### config.mk
export PLATFORM = sky130hd
export DESIGN_NAME = pico_in_port
export DESIGN_NICKNAME = d
export VERILOG_FILES = /design/src/rtl/pico_in_port_pkg.sv /design/src/rtl/pico_in_port_sync_bus.sv /design/src/rtl/pico_in_port.sv
export SDC_FILE = /design/constraint.sdc
export NUM_CORES = 1
export LEC_CHECK = 0
export CAP_MARGIN = 20
export CORE_MARGIN = 5
export CORE_UTILIZATION = 55
export CTS_CLUSTER_DIAMETER = 120
export DETAILED_ROUTE_END_ITERATION = 12
export DONT_BUFFER_PORTS = 1
export PLACE_DENSITY = 0.78
export REMOVE_ABC_BUFFERS = 1
export SKIP_CTS_REPAIR_TIMING = 1
export SLEW_MARGIN = 10
export SYNTH_ARGS = -nofsm -noshare
export SYNTH_HDL_FRONTEND = slang
export SYNTH_HIERARCHICAL = 1
export SYNTH_SLANG_ARGS = --single-unit
### constraint.sdc
create_clock -name clk -period 2 [get_ports clk]
set_input_delay 0.2 -clock clk [delete_from_list [all_inputs] [get_ports clk]]
set_output_delay 0.2 -clock clk [all_outputs]
set_load 0.02 [all_outputs]
### src/rtl/pico_in_port_pkg.sv
// Shared constants for the PicoBlaze port map: port IDs, status/event bit indices and FSM states.
// The port IDs are also used by the write-side decoder.
package pico_in_port_pkg;

  localparam logic [3:0] PortSeg      = 4'h1;
  localparam logic [3:0] PortMin      = 4'h2;
  localparam logic [3:0] PortHora     = 4'h3;
  localparam logic [3:0] PortDia      = 4'h7;
  localparam logic [3:0] PortMes      = 4'h8;
  localparam logic [3:0] PortAno      = 4'h9;
  localparam logic [3:0] PortEvents   = 4'hA;
  localparam logic [3:0] PortSwitches = 4'hB;
  localparam logic [3:0] PortStatus   = 4'hC;

  localparam int unsigned StatFresh   = 0;
  localparam int unsigned StatOverrun = 1;
  localparam int unsigned StatLocked  = 2;
  localparam int unsigned StatTdone   = 3;

  localparam int unsigned EvtUp     = 0;
  localparam int unsigned EvtDown   = 1;
  localparam int unsigned EvtLeft   = 2;
  localparam int unsigned EvtRight  = 3;
  localparam int unsigned EvtEnter  = 4;
  localparam int unsigned NumEvents = 5;

  typedef enum logic {
    SnapUnlocked,
    SnapLocked
  } snap_state_e;

  typedef enum logic [1:0] {
    IntIdle,
    IntReq,
    IntAcked
  } int_state_e;

endpackage

### src/rtl/pico_in_port_sync_bus.sv
// N-bit multi-stage synchronizer for asynchronous level inputs.
module sync_bus #(
  parameter int unsigned WIDTH  = 1,
  parameter int unsigned STAGES = 2
) (
  input  logic             i_clk,
  input  logic             i_reset,
  input  logic [WIDTH-1:0] i_d,
  output logic [WIDTH-1:0] o_q
);

  logic [WIDTH-1:0] r_sync [STAGES];

  always_ff @(posedge i_clk or posedge i_reset) begin
    if (i_reset) begin
      for (int i = 0; i < int'(STAGES); i++) r_sync[i] <= '0;
    end else begin
      r_sync[0] <= i_d;
      for (int i = 1; i < int'(STAGES); i++) r_sync[i] <= r_sync[i-1];
    end
  end

  assign o_q = r_sync[STAGES-1];

endmodule

### src/rtl/pico_in_port.sv
// PicoBlaze INPUT-side port block: RTC snapshot with lock, read-to-clear events,
// synchronized switches, status byte and interrupt handshake.
module pico_in_port
  import pico_in_port_pkg::*;
#(
  parameter int unsigned SYNC_STAGES = 2
) (
  input  logic       clk,
  input  logic       reset,
  input  logic [3:0] port_id,
  input  logic       read_strobe,
  output logic [7:0] in_port,
  output logic       interrupt,
  input  logic       interrupt_ack,
  input  logic [7:0] rtc_seg,
  input  logic [7:0] rtc_min,
  input  logic [7:0] rtc_hora,
  input  logic [7:0] rtc_dia,
  input  logic [7:0] rtc_mes,
  input  logic [7:0] rtc_ano,
  input  logic       rtc_valid,
  input  logic [4:0] btn,
  input  logic [3:0] sw,
  input  logic       timer_done
);

  logic [7:0] r_seg, r_min, r_hora, r_dia, r_mes, r_ano;
  logic [NumEvents-1:0] r_events;
  logic r_fresh, r_overrun, r_tdone;
  logic [7:0] r_in_port;
  snap_state_e r_snap_state, w_snap_next;
  int_state_e r_int_state, w_int_next;

  logic [3:0] w_sw_sync;
  logic w_rd_seg, w_rd_ano, w_rd_evt, w_rd_stat;
  logic w_load, w_irq_src;
  logic [7:0] w_status, w_rd_data;

  sync_bus #(
    .WIDTH (4),
    .STAGES(SYNC_STAGES)
  ) u_sw_sync (
    .i_clk  (clk),
    .i_reset(reset),
    .i_d    (sw),
    .o_q    (w_sw_sync)
  );

  assign w_rd_seg  = read_strobe && (port_id == PortSeg);
  assign w_rd_ano  = read_strobe && (port_id == PortAno);
  assign w_rd_evt  = read_strobe && (port_id == PortEvents);
  assign w_rd_stat = read_strobe && (port_id == PortStatus);

  // A seg read coinciding with rtc_valid drops the pulse so the snapshot stays coherent.
  assign w_load    = (r_snap_state == SnapUnlocked) && rtc_valid && !w_rd_seg;
  assign w_irq_src = (|r_events) || r_fresh || r_tdone;

  always_comb begin
    w_status             = 8'h00;
    w_status[StatFresh]   = r_fresh;
    w_status[StatOverrun] = r_overrun;
    w_status[StatLocked]  = (r_snap_state == SnapLocked);
    w_status[StatTdone]   = r_tdone;
  end

  always_comb begin
    w_rd_data = 8'h00;
    case (port_id)
      PortSeg:      w_rd_data = r_seg;
      PortMin:      w_rd_data = r_min;
      PortHora:     w_rd_data = r_hora;
      PortDia:      w_rd_data = r_dia;
      PortMes:      w_rd_data = r_mes;
      PortAno:      w_rd_data = r_ano;
      PortEvents:   w_rd_data = {3'b000, r_events};
      PortSwitches: w_rd_data = {4'h0, w_sw_sync};
      PortStatus:   w_rd_data = w_status;
      default:      w_rd_data = 8'h00;
    endcase
  end

  always_comb begin
    w_snap_next = r_snap_state;
    case (r_snap_state)
      SnapUnlocked: if (w_rd_seg) w_snap_next = SnapLocked;
      SnapLocked:   if (w_rd_ano) w_snap_next = SnapUnlocked;
      default:      w_snap_next = SnapUnlocked;
    endcase
  end

  always_comb begin
    w_int_next = r_int_state;
    case (r_int_state)
      IntIdle:  if (w_irq_src) w_int_next = IntReq;
      IntReq:   if (interrupt_ack) w_int_next = IntAcked;
      IntAcked: if (w_rd_evt || w_rd_stat) w_int_next = IntIdle;
      default:  w_int_next = IntIdle;
    endcase
  end

  always_ff @(posedge clk or posedge reset) begin
    if (reset) begin
      r_snap_state <= SnapUnlocked;
      r_int_state  <= IntIdle;
      r_seg        <= 8'h00;
      r_min        <= 8'h00;
      r_hora       <= 8'h00;
      r_dia        <= 8'h00;
      r_mes        <= 8'h00;
      r_ano        <= 8'h00;
      r_events     <= '0;
      r_fresh      <= 1'b0;
      r_overrun    <= 1'b0;
      r_tdone      <= 1'b0;
      r_in_port    <= 8'h00;
    end else begin
      r_snap_state <= w_snap_next;
      r_int_state  <= w_int_next;
      r_in_port    <= w_rd_data;
      if (w_load) begin
        r_seg  <= rtc_seg;
        r_min  <= rtc_min;
        r_hora <= rtc_hora;
        r_dia  <= rtc_dia;
        r_mes  <= rtc_mes;
        r_ano  <= rtc_ano;
      end
      if (w_rd_seg)    r_fresh <= 1'b0;
      else if (w_load) r_fresh <= 1'b1;
      // New pulses win over a coincident read-to-clear.
      r_events  <= (w_rd_evt ? '0 : r_events) | btn;
      r_tdone   <= (r_tdone & ~w_rd_stat) | timer_done;
      r_overrun <= (r_overrun & ~w_rd_stat) | (rtc_valid & ~w_load);
    end
  end

  assign in_port   = r_in_port;
  assign interrupt = (r_int_state == IntReq);

endmodule

==> results of run 1 <==
where the power goes:
group | internal, µW | switching (µW)
Combinational | 417 | 251
Clock | 739 | 569
Sequential | 1800 | 186
final timing paths:
kind	from	end	slack, ns
min reg2reg	u_sw_sync/r_sync[6]$_DFF_PP0_	u_sw_sync/o_q[2]$_DFF_PP0_	0.35
min in group asynchronous	reset	u_sw_sync/o_q[0]$_DFF_PP0_	0.29
max	r_seg[0]$_DFFE_PP0P_	in_port[0]$_DFF_PP0_	0.52
min	rtc_hora[0]	r_hora[0]$_DFFE_PP0P_	0.003
max reg2reg	r_seg[0]$_DFFE_PP0P_	in_port[0]$_DFF_PP0_	0.52
max in group asynchronous	reset	r_mes[3]$_DFFE_PP0P_	0.91
registers in the layout, summed over array words and instances (netlist names):
signal	flops
in_port	8
r_ano	8
r_dia	8
r_events	5
r_fresh	1
r_hora	8
r_int_state	2
r_mes	8
r_min	8
r_overrun	1
r_seg	8
r_snap_state	1
r_tdone	1
u_sw_sync/o_q	4
u_sw_sync/r_sync	4
cells by family after synthesis:
group,share of synthesized area [%]
buf+inv,3.97
compound gates,7.83
mux,21.5
simple gates,10.5
flops,56.2
layout make-up:
class                           instances  share of cell area, %
Tap cell                               75                   2.26
Multi-Input combinational cell        149                   32.2
Clock buffer                           10                   3.31
Sequential cell                        75                   45.2
Timing Repair Buffer                   61                   14.8
Inverter                                2                  0.181
Clock inverter                          6                   2.11
layer usage:
| metal | track usage (%) | wire (µm) |
|---|---|---|
| met5 | 0 | 0 |
| met4 | 8.09 | 102 |
| met3 | 6.11 | 414 |
| met2 | 30.5 | 3920 |
| met1 | 24.4 | 3010 |
worst max-delay path: cells and delay by family (launching register included):
family	cells	cell delay, ns
AOI/OAI and AO/OA	1	0.19
DFF	1	0.38
muxes	1	0.27
and+or+nand+nor	1	0.52
metrics by stage:
stage | std cells | setup TNS (ns) | power [µW] | worst slack [ns]
after global routing | 378 | 0 | 4150 | 0.463
final | 378 | 0 | 3960 | 0.521
after CTS | 320 | 0 | 3880 | 0.531
after detailed placement | 304 | 0 | 2580 | 0.497
after global placement | 304 | 0 | 2540 | 0.543
after floorplan | 226 | -13.06 | 2440 | -0.273
layout by cell type (no fill, tap or decap), types with 2 or more instances in the layout:
master         instances
a21boi_0               4
a21o_1                 6
a21oi_1                2
a22o_1                 3
a22oi_1                3
buf_4                  2
bufinv_16              2
clkbuf_8              10
clkinv_2               2
dfrtp_1               75
dlygate4sd3_1         58
mux2_2                53
mux2_4                 2
mux2i_1                8
nand2_1                6
nand2b_1               3
nand3_1                6
nand3b_1              14
nor2_1                 2
nor2b_1                4
nor3b_1                3
nor4_1                 2
o21ai_0                2
o221ai_1               4
o22ai_1                2
or4_1                  3
==> impl_metrics.csv, run 1 <==
group,metric,value,unit
sta,clock.fmax,676,MHz
power,power.leakage,0.00171,µW
grt,grt_max_degree,35,
power,powerDensity,953,nW/µm²
route,vias,2244,
layout,design_area,4160,µm²
yosys,synth_seq_cells,75,
sta,clock_skew,0.0107,ns
setup_path,critical-path-max-stage-delay,0.52,ns
setup_path,cp_max_fo,2,
yosys,synthFlopType,"dfrtp_1",
clock_network,cts_num_sinks,75,
layout,final_nets,365,
setup_path,cp_cell_sequence,"mux2_4 > a22o_1 > or4_1",
route,drt-vias-per-instance,5.94,
yosys,synth_top_area_cell,"dfrtp_1",
setup_path,cp_slowest_cell,"or4_1",
setup_path,worst_ep_arrival_time,1.69,ns
layout,area_growth,24.5,%
setup_path,worstPathRequired,2.22,ns
clock_network,cts_buffers,9,
clock_network,clockRootBuffer,"clkbuf_8",
grt,grt.overflow.total,0,
hold_path,hold_depth,1,
clock_network,cts_buffer_depth,2,
yosys,async_flop_share,100,%
setup_path,path_class,"reg -> reg",
floorplanning,core_area,5920,µm²
clock_network,cts_max_level,3,
yosys,synth_cell_types,43,
setup_path,end_kind,"flip-flop",
sta,period_share,74.0,%
yosys,postSynthAreaPerCell,13.6,µm²
clock_network,cts_tree,"built",
layout,multiInputGateArea,1340,µm²
route,wl_per_cell,19.7,µm
sta,tightest_slew,0.724,ns
floorplanning,start_util,56.4,%
floorplanning,die_area,7730,µm²
setup_path,critPathLaunchType,"flip-flop",
yosys,yosysMostFrequentCell,"dfrtp_1",
yosys,synth_edf_count,0,
yosys,synth_top_cell_area_share,56.2,%
grt,first_global_vias,2160,
sta,holdWs,0.00284,ns
layout,layout-drive-gt1-share,25.7,%
placed_design,dp_hpwl,4.74,mm
floorplanning,dieWidth,87.9,µm
route,drt_wl_total,7.45,mm
floorplanning,fp-row-count,28,
route,antenna_left,0,
sta,slew_violations,0,
clock_network,clkTransAtPathRegs,0.08,ns
grt,track_usage,19.2,%
route,drtIter0Drc,116,
setup_path,reg2reg_depth,3,
clock_network,clkLatencyLatePin,0.34,ns
yosys,synth.area.top_cells,"dfrtp_1 56%, mux2_2 18%, nand3b_1 3.1%, mux2i_1 2.4%, buf_2 1.5%",
layout,final_core_util,70.2,%
layout,diodes,0,
floorplanning,num_io_pins,76,
yosys,synth_commonest_cells,"75 x dfrtp_1, 53 x mux2_2, 14 x nand3b_1",
grt,grt_pass1_wl,11.1,mm
sta,rsz0062_at_grt,"false",
layout,seq_area,1880,µm²
placed_design,post_dp_cell_area,3350,µm²
hold_path,holdCritPathClass,"in -> reg",
route,drtPass1Iterations,4,
sta,relSlewSlack,51.7,%
floorplanning,fp.dieH,87.9,µm
route,remaining_drc_errors,0,
sta,hold_violations,0,
sta,setup_violations,0,
job,drv_cap,0,
yosys,syn_inst,245,
yosys,synth_warnings,6,
power,ir_worst_vdd,0.748,mV
grt,antenna_found_initial,0,
placed_design,numPortBuffers,0,
yosys,synth.cell_area,3340,µm²
sta,finalCriticalPeriod,1.48,ns
run_status,status,"finished clean",
placed_design,gp_congestion,0.778,
yosys,yosysSeqAreaShare,56.2,%
layout,fillers,379,
Power figures use the tool's default switching activity.
==> run 2: changes to the inputs <==
--- a/config.mk
+++ b/config.mk
@@ -5,6 +5,7 @@
 export SDC_FILE = /design/constraint.sdc
 export NUM_CORES = 1
 export LEC_CHECK = 0
+export ABC_AREA = 1
 export CAP_MARGIN = 20
 export CORE_MARGIN = 5
 export CORE_UTILIZATION = 55
==> constraint.sdc (replaced) <==
create_clock -name clk -period 1.6 [get_ports clk]
set_input_delay 0.16 -clock clk [delete_from_list [all_inputs] [get_ports clk]]
set_output_delay 0.16 -clock clk [all_outputs]
set_load 0.02 [all_outputs]
==> impl_metrics.csv, run 2 <==
group,metric,value,unit
route,drtIter0Drc,243,
floorplanning,die_area,7670,µm²
setup_path,path_depth,6,
placed_design,dp_hpwl,5.46,mm
yosys,postSynthAreaPerCell,8.27,µm²
clock_network,clockRootBuffer,"clkbuf_8",
setup_path,cp_max_fo,48,
yosys,synthFlopType,"dfrtp_1",
clock_network,clkLatencyLatePin,0.35,ns
clock_network,cts_tree,"built",
layout,design_area,4180,µm²
floorplanning,num_io_pins,76,
clock_network,cts_num_sinks,75,
setup_path,cp_cell_sequence,"nor2_1 > nand2_2 > inv_2 > buf_12 > nand2_1 > o21ai_1",
floorplanning,dieWidth,87.6,µm
clock_network,clkTransAtPathRegs,0.07,ns
power,switchingPower,1570,µW
job,drv_cap,0,
yosys,async_flop_share,100,%
route,remaining_drc_errors,0,
sta,setup_violations,0,
power,clockPowerShare,29.1,%
route,vias,2846,
power,p_int,3520,µW
power,ir_worst_vdd,0.902,mV
yosys,yosysSeqAreaShare,56.7,%
yosys,synth_commonest_cells,"151 x nand2_1, 75 x dfrtp_1, 35 x inv_1, 35 x nand3_1, 35 x nor2_1",
route,drt_wl_total,8.51,mm
layout,layout_common_cells,"151 x nand2_1, 75 x dfrtp_1, 61 x dlygate4sd3_1, 35 x nor2_1, 35 x nand3_1",
setup_path,cp_slowest_cell,"dfrtp_1",
sta,rsz0062_at_grt,"false",
yosys,synth_top_cell_area_share,56.7,%
sta,holdWs,0.00305,ns
yosys,synth_top_area_cell,"dfrtp_1",
floorplanning,start_util,56.2,%
setup_path,path_delay_family,"flip-flops",
power,fin_total_pwr,5090,µW
sta,clock_skew,0.00747,ns
power,seq_power_share,51.0,%
yosys,syn_inst,400,
grt,grt.overflow.total,0,
floorplanning,core_area,5890,µm²
setup_path,worstPathRequired,1.87,ns
setup_path,critical-path-max-stage-delay,0.41,ns
grt,first_global_vias,2470,
sta,finalCriticalPeriod,1.28,ns
layout,layout-drive-gt1-share,6.62,%
placed_design,dpl_worst_slack,0.385,ns
power,swShare,30.9,%
setup_path,worst_ep_arrival_time,1.54,ns
setup_path,path_class,"reg -> reg",
setup_path,crit_buf_inv,2,
clock_network,cts_max_level,3,
clock_network,cts_buffer_depth,2,
route,antenna_left,0,
grt,grt_pass1_wl,12.1,mm
power,powerDensity,1220,nW/µm²
placed_design,post_dp_cell_area,3360,µm²
yosys,synth.area.top_cells,"dfrtp_1 57%, nand2_1 17%, nand3_1 5.3%, inv_1 4.0%, nor2_1 4.0%",
yosys,synth_warnings,6,
layout,area_growth,26.3,%
run_status,status,"finished clean",
grt,antenna_found_initial,0,
sta,period_share,79.9,%
floorplanning,fp-row-count,28,
yosys,yosysMostFrequentCell,"nand2_1",
yosys,synth.cell_area,3310,µm²
floorplanning,fp.dieH,87.6,µm
grt,grt_max_degree,68,
sta,clock.fmax,782,MHz
hold_path,holdCritPathClass,"in -> reg",
layout,diodes,0,
layout,final_core_util,71.0,%
sta,layout_setup_ws,0.322,ns
yosys,synth_seq_cells,75,
sta,slew_violations,0,
grt,track_usage,21.1,%
yosys,synth_cell_types,20,
setup_path,end_kind,"flip-flop",
power,power.leakage,0.00209,µW
sta,tightest_slew,0.471,ns
hold_path,hold_depth,2,
setup_path,reg2reg_depth,6,
power,combPwrFrac,19.9,%
setup_path,critPathLaunchType,"flip-flop",
placed_design,gp_congestion,0.973,
route,drtPass1Iterations,5,
placed_design,numPortBuffers,0,
route,drt-vias-per-instance,5.24,
clock_network,cts_buffers,9,
yosys,synth_edf_count,0,
layout,mostFrequentLayoutCell,"nand2_1",
layout,final_nets,530,
route,wl_per_cell,15.7,µm
sta,relSlewSlack,68.4,%
sta,hold_violations,0,
run 2: cell types whose count changed in the layout (fill, tap and decap cells not counted), sizes merged, moves of 4 or more:
| cell | change |
|---|---|
| buf | +5 |
| inv | +33 |
| nand3b | -14 |
| a21boi | -4 |
| mux2i | -8 |
| nor3 | +5 |
| nor2 | +37 |
| mux2 | -56 |
| o221ai | -4 |
| nor2b | -4 |
| o21ai | +26 |
| nand2 | +146 |
| nand3 | +30 |
run 2: final cells by class:
class / count / area [µm²]
Timing Repair Buffer: 69 / 696
Fill cell: 419 / 1710
Inverter: 36 / 135
Clock inverter: 4 / 48.8
Clock buffer: 12 / 155
Tap cell: 75 / 93.8
Multi-Input combinational cell: 272 / 1170
Sequential cell: 75 / 1880
run 2: power groups by stage:
| stage | Clock [µW] | Sequential [µW] | Combinational [µW] |
|---|---|---|---|
| 3_3_place_gp | 0 | 2590 | 840 |
| 3_5_place_dp | 0 | 2610 | 866 |
| 5_1_grt | 1590 | 2630 | 1160 |
| 2_1_floorplan | 0 | 2530 | 650 |
| 6_report | 1480 | 2600 | 1010 |
| 4_1_cts | 1500 | 2580 | 877 |
run 2: logic make-up after synthesis:
kind of cell	after synthesis	synth area share, %
AOI/OAI and AO/OA	37	6.05
buffers and inverters	53	7.79
DFF	75	56.7
and+or+nand+nor	235	29.4
run 2: worst reg2reg max path, delay by kind of cell, from the launching register on:
family	cells	cell delay, ns
compound gates	1	0.13
buf+inv	2	0.29
flops	1	0.41
simple gates	3	0.37
run 2: routing by layer:
layer | track usage, % | share of wire [%]
met4 | 11.0 | 3.3
met3 | 5.93 | 7.9
met1 | 28.7 | 40
met2 | 31.0 | 49
met5 | 0 | 0
run 2: path summary, 6_finish.rpt:
check | start | endpoint | slack (ns)
max in group asynchronous | reset | r_overrun$_DFF_PP0_ | 0.94
hold / removal | read_strobe | r_snap_state$_DFF_PP0_ | 0.003
setup / recovery | r_snap_state$_DFF_PP0_ | r_min[4]$_DFFE_PP0P_ | 0.32
setup reg to reg | r_snap_state$_DFF_PP0_ | r_min[4]$_DFFE_PP0P_ | 0.32
min in group asynchronous | reset | u_sw_sync/r_sync[7]$_DFF_PP0_ | 0.24
hold reg to reg | u_sw_sync/r_sync[6]$_DFF_PP0_ | u_sw_sync/o_q[2]$_DFF_PP0_ | 0.35
run 2: stage by stage:
| stage | setup TNS (ns) | cells |
|---|---|---|
| 2_1_floorplan | -18.22 | 383 |
| 3_3_place_gp | 0 | 466 |
| 3_5_place_dp | 0 | 466 |
| 4_1_cts | 0 | 482 |
| 5_1_grt | 0 | 543 |
| 6_report | 0 | 543 |
==> run 3: changes to the inputs <==
--- a/config.mk
+++ b/config.mk
@@ -12,7 +12,7 @@
 export CTS_CLUSTER_DIAMETER = 120
 export DETAILED_ROUTE_END_ITERATION = 12
 export DONT_BUFFER_PORTS = 1
-export PLACE_DENSITY = 0.78
+export PLACE_DENSITY = 0.81
 export REMOVE_ABC_BUFFERS = 1
 export SKIP_CTS_REPAIR_TIMING = 1
 export SLEW_MARGIN = 10
==> constraint.sdc (replaced) <==
create_clock -name clk -period 1.1 [get_ports clk]
set_input_delay 0.11 -clock clk [delete_from_list [all_inputs] [get_ports clk]]
set_output_delay 0.11 -clock clk [all_outputs]
set_load 0.02 [all_outputs]
==> impl_metrics.csv, run 3 (synthesized netlist as in run 2, its figures left out) <==
group,metric,value,unit
clock_network,cts_num_sinks,75,
grt,grt_pass1_wl,12.4,mm
sta,clock_skew,0.0118,ns
setup_path,critPathLaunchType,"flip-flop",
grt,grt.overflow.total,0,
route,drtIter0Drc,266,
clock_network,cts_max_level,3,
route,wl_per_cell,17.9,µm
setup_path,end_kind,"flip-flop",
setup_path,cp_slowest_cell,"dfrtp_1",
placed_design,dp_hpwl,5.52,mm
clock_network,clockRootBuffer,"clkbuf_8",
floorplanning,dieWidth,87.6,µm
run_status,status,"finished with violations",
sta,period_share,114,%
sta,fin_tns_setup,-2.48,ns
power,power.leakage,0.00236,µW
floorplanning,die_area,7670,µm²
sta,setup_violations,50,
layout,fillers,359,
route,remaining_drc_errors,0,
run_status,violations,"hold timing, setup timing",
sta,holdWs,-0.0000315,ns
floorplanning,fp.dieH,87.6,µm
clock_network,cts_buffer_depth,2,
setup_path,cp_max_fo,7,
power,ir_worst_vdd,1.30,mV
setup_path,critical-path-max-stage-delay,0.40,ns
grt,grt_max_degree,68,
route,drtPass1Iterations,5,
clock_network,clkLatencyLatePin,0.35,ns
sta,finalCriticalPeriod,1.25,ns
job,drv_cap,0,
setup_path,path_class,"reg -> reg",
placed_design,gp_congestion,0.823,
sta,slew_violations,0,
layout,final_core_util,80.1,%
sta,hold_violations,1,
layout,area_growth,42.5,%
setup_path,worst_ep_arrival_time,1.51,ns
clock_network,clkTransAtPathRegs,0.08,ns
sta,rsz0062_at_grt,"true",
floorplanning,num_io_pins,76,
floorplanning,start_util,56.2,%
hold_path,holdCritPathClass,"in -> reg",
setup_path,worstPathRequired,1.36,ns
route,vias,3074,
sta,relSlewSlack,67.3,%
grt,track_usage,21.2,%
power,fin_total_pwr,7920,µW
floorplanning,core_area,5890,µm²
power,powerDensity,1680,nW/µm²
setup_path,worstReg2RegStart,"r_snap_state$_DFF_PP0_",
layout,diodes,0,
hold_path,hold_path_startpoint,"read_strobe",
placed_design,numPortBuffers,0,
sta,layout_setup_ws,-0.150,ns
setup_path,worstSetupStartpoint,"r_snap_state$_DFF_PP0_",
setup_path,cp_cell_sequence,"nor2_2 > nand2_4 > clkinv_8 > buf_6 > nand2_1 > o21ai_1",
layout,mostFrequentLayoutCell,"nand2_1",
route,drt_wl_total,10.1,mm
clock_network,cts_tree,"built",
sta,tightest_slew,0.486,ns
route,drt-vias-per-instance,5.42,
sta,clock.fmax,800,MHz
grt,antenna_found_initial,0,
route,antenna_left,0,
grt,first_global_vias,2597,
clock_network,cts_buffers,9,
layout,final_nets,554,
placed_design,dpl_worst_slack,-0.0339,ns
layout,layout_common_cells,"114 x nand2_1, 75 x dfrtp_1, 61 x dlygate4sd3_1, 35 x nand3_1, 34 x nor2_1",
floorplanning,fp-row-count,28,
layout,layout-drive-gt1-share,22.4,%
-- run 3: changes by cell type in the layout (fill, tap and decap cells not counted), moves of 3 or more --
cell / change
nand2_4: +12
o21ai_2: +15
nand2_2: +25
o21ai_0: -4
buf_6: +4
buf_12: +3
clkbuf_16: +6
nand2_1: -37
o21ai_1: -11
buf_4: +9
-- run 3: cell type report --
type	instances	area (µm²)	share of cell area [%]
clock buffer	11	141	3.00
clock inverter	5	28.8	0.610
inverter	36	148	3.13
multi-input combinational	272	1390	29.4
sequential	75	1880	39.8
tap	75	93.8	1.99
timing repair buffer	92	1030	21.9
timing repair inverter	1	8.76	0.186
-- run 3: power by group --
group	switching, µW	internal (µW)	leakage, µW
combinational	1260	1020	0.00137
clock	995	870	0.0000928
sequential	393	3380	0.000897
total	2650	5270	0.00236
-- run 3: final timing paths --
kind,depth (start not counted),slack (ns),end
max in group asynchronous,3,0.49,r_events[0]$_DFF_PP0_
min reg2reg,0,0.35,u_sw_sync/o_q[3]$_DFF_PP0_
min,3,-0.00003,r_snap_state$_DFF_PP0_
max reg2reg,6,-0.15,r_ano[2]$_DFFE_PP0P_
max,6,-0.15,r_ano[2]$_DFFE_PP0P_
min in group asynchronous,2,0.20,u_sw_sync/o_q[0]$_DFF_PP0_
-- run 3: critical path: cells and delay by family (launching register included) --
kind            cells  cell delay, ns
buf+inv             2            0.28
simple gates        3            0.37
flops               1            0.40
compound gates      1            0.10
-- run 3: metal layers --
metal / vias to the layer above / part of all wire, % / global-route usage [%]
met5: - / 0 / 0
li1: 1427 / - / -
met3: 31 / 7.5 / 5.17
met4: 0 / 3.4 / 8.23
met2: 160 / 51 / 33.2
met1: 1456 / 38 / 28.6
-- run 3: stage by stage --
stage          area, µm²  instances  hold slack [ns]
6_report            4720        567       -0.0000315
2_1_floorplan       3190        383          -0.0743
5_1_grt             4720        567        -0.000116
3_5_place_dp        3450        478          -0.0355
4_1_cts             3620        494           -0.409
3_3_place_gp        3450        478          -0.0586
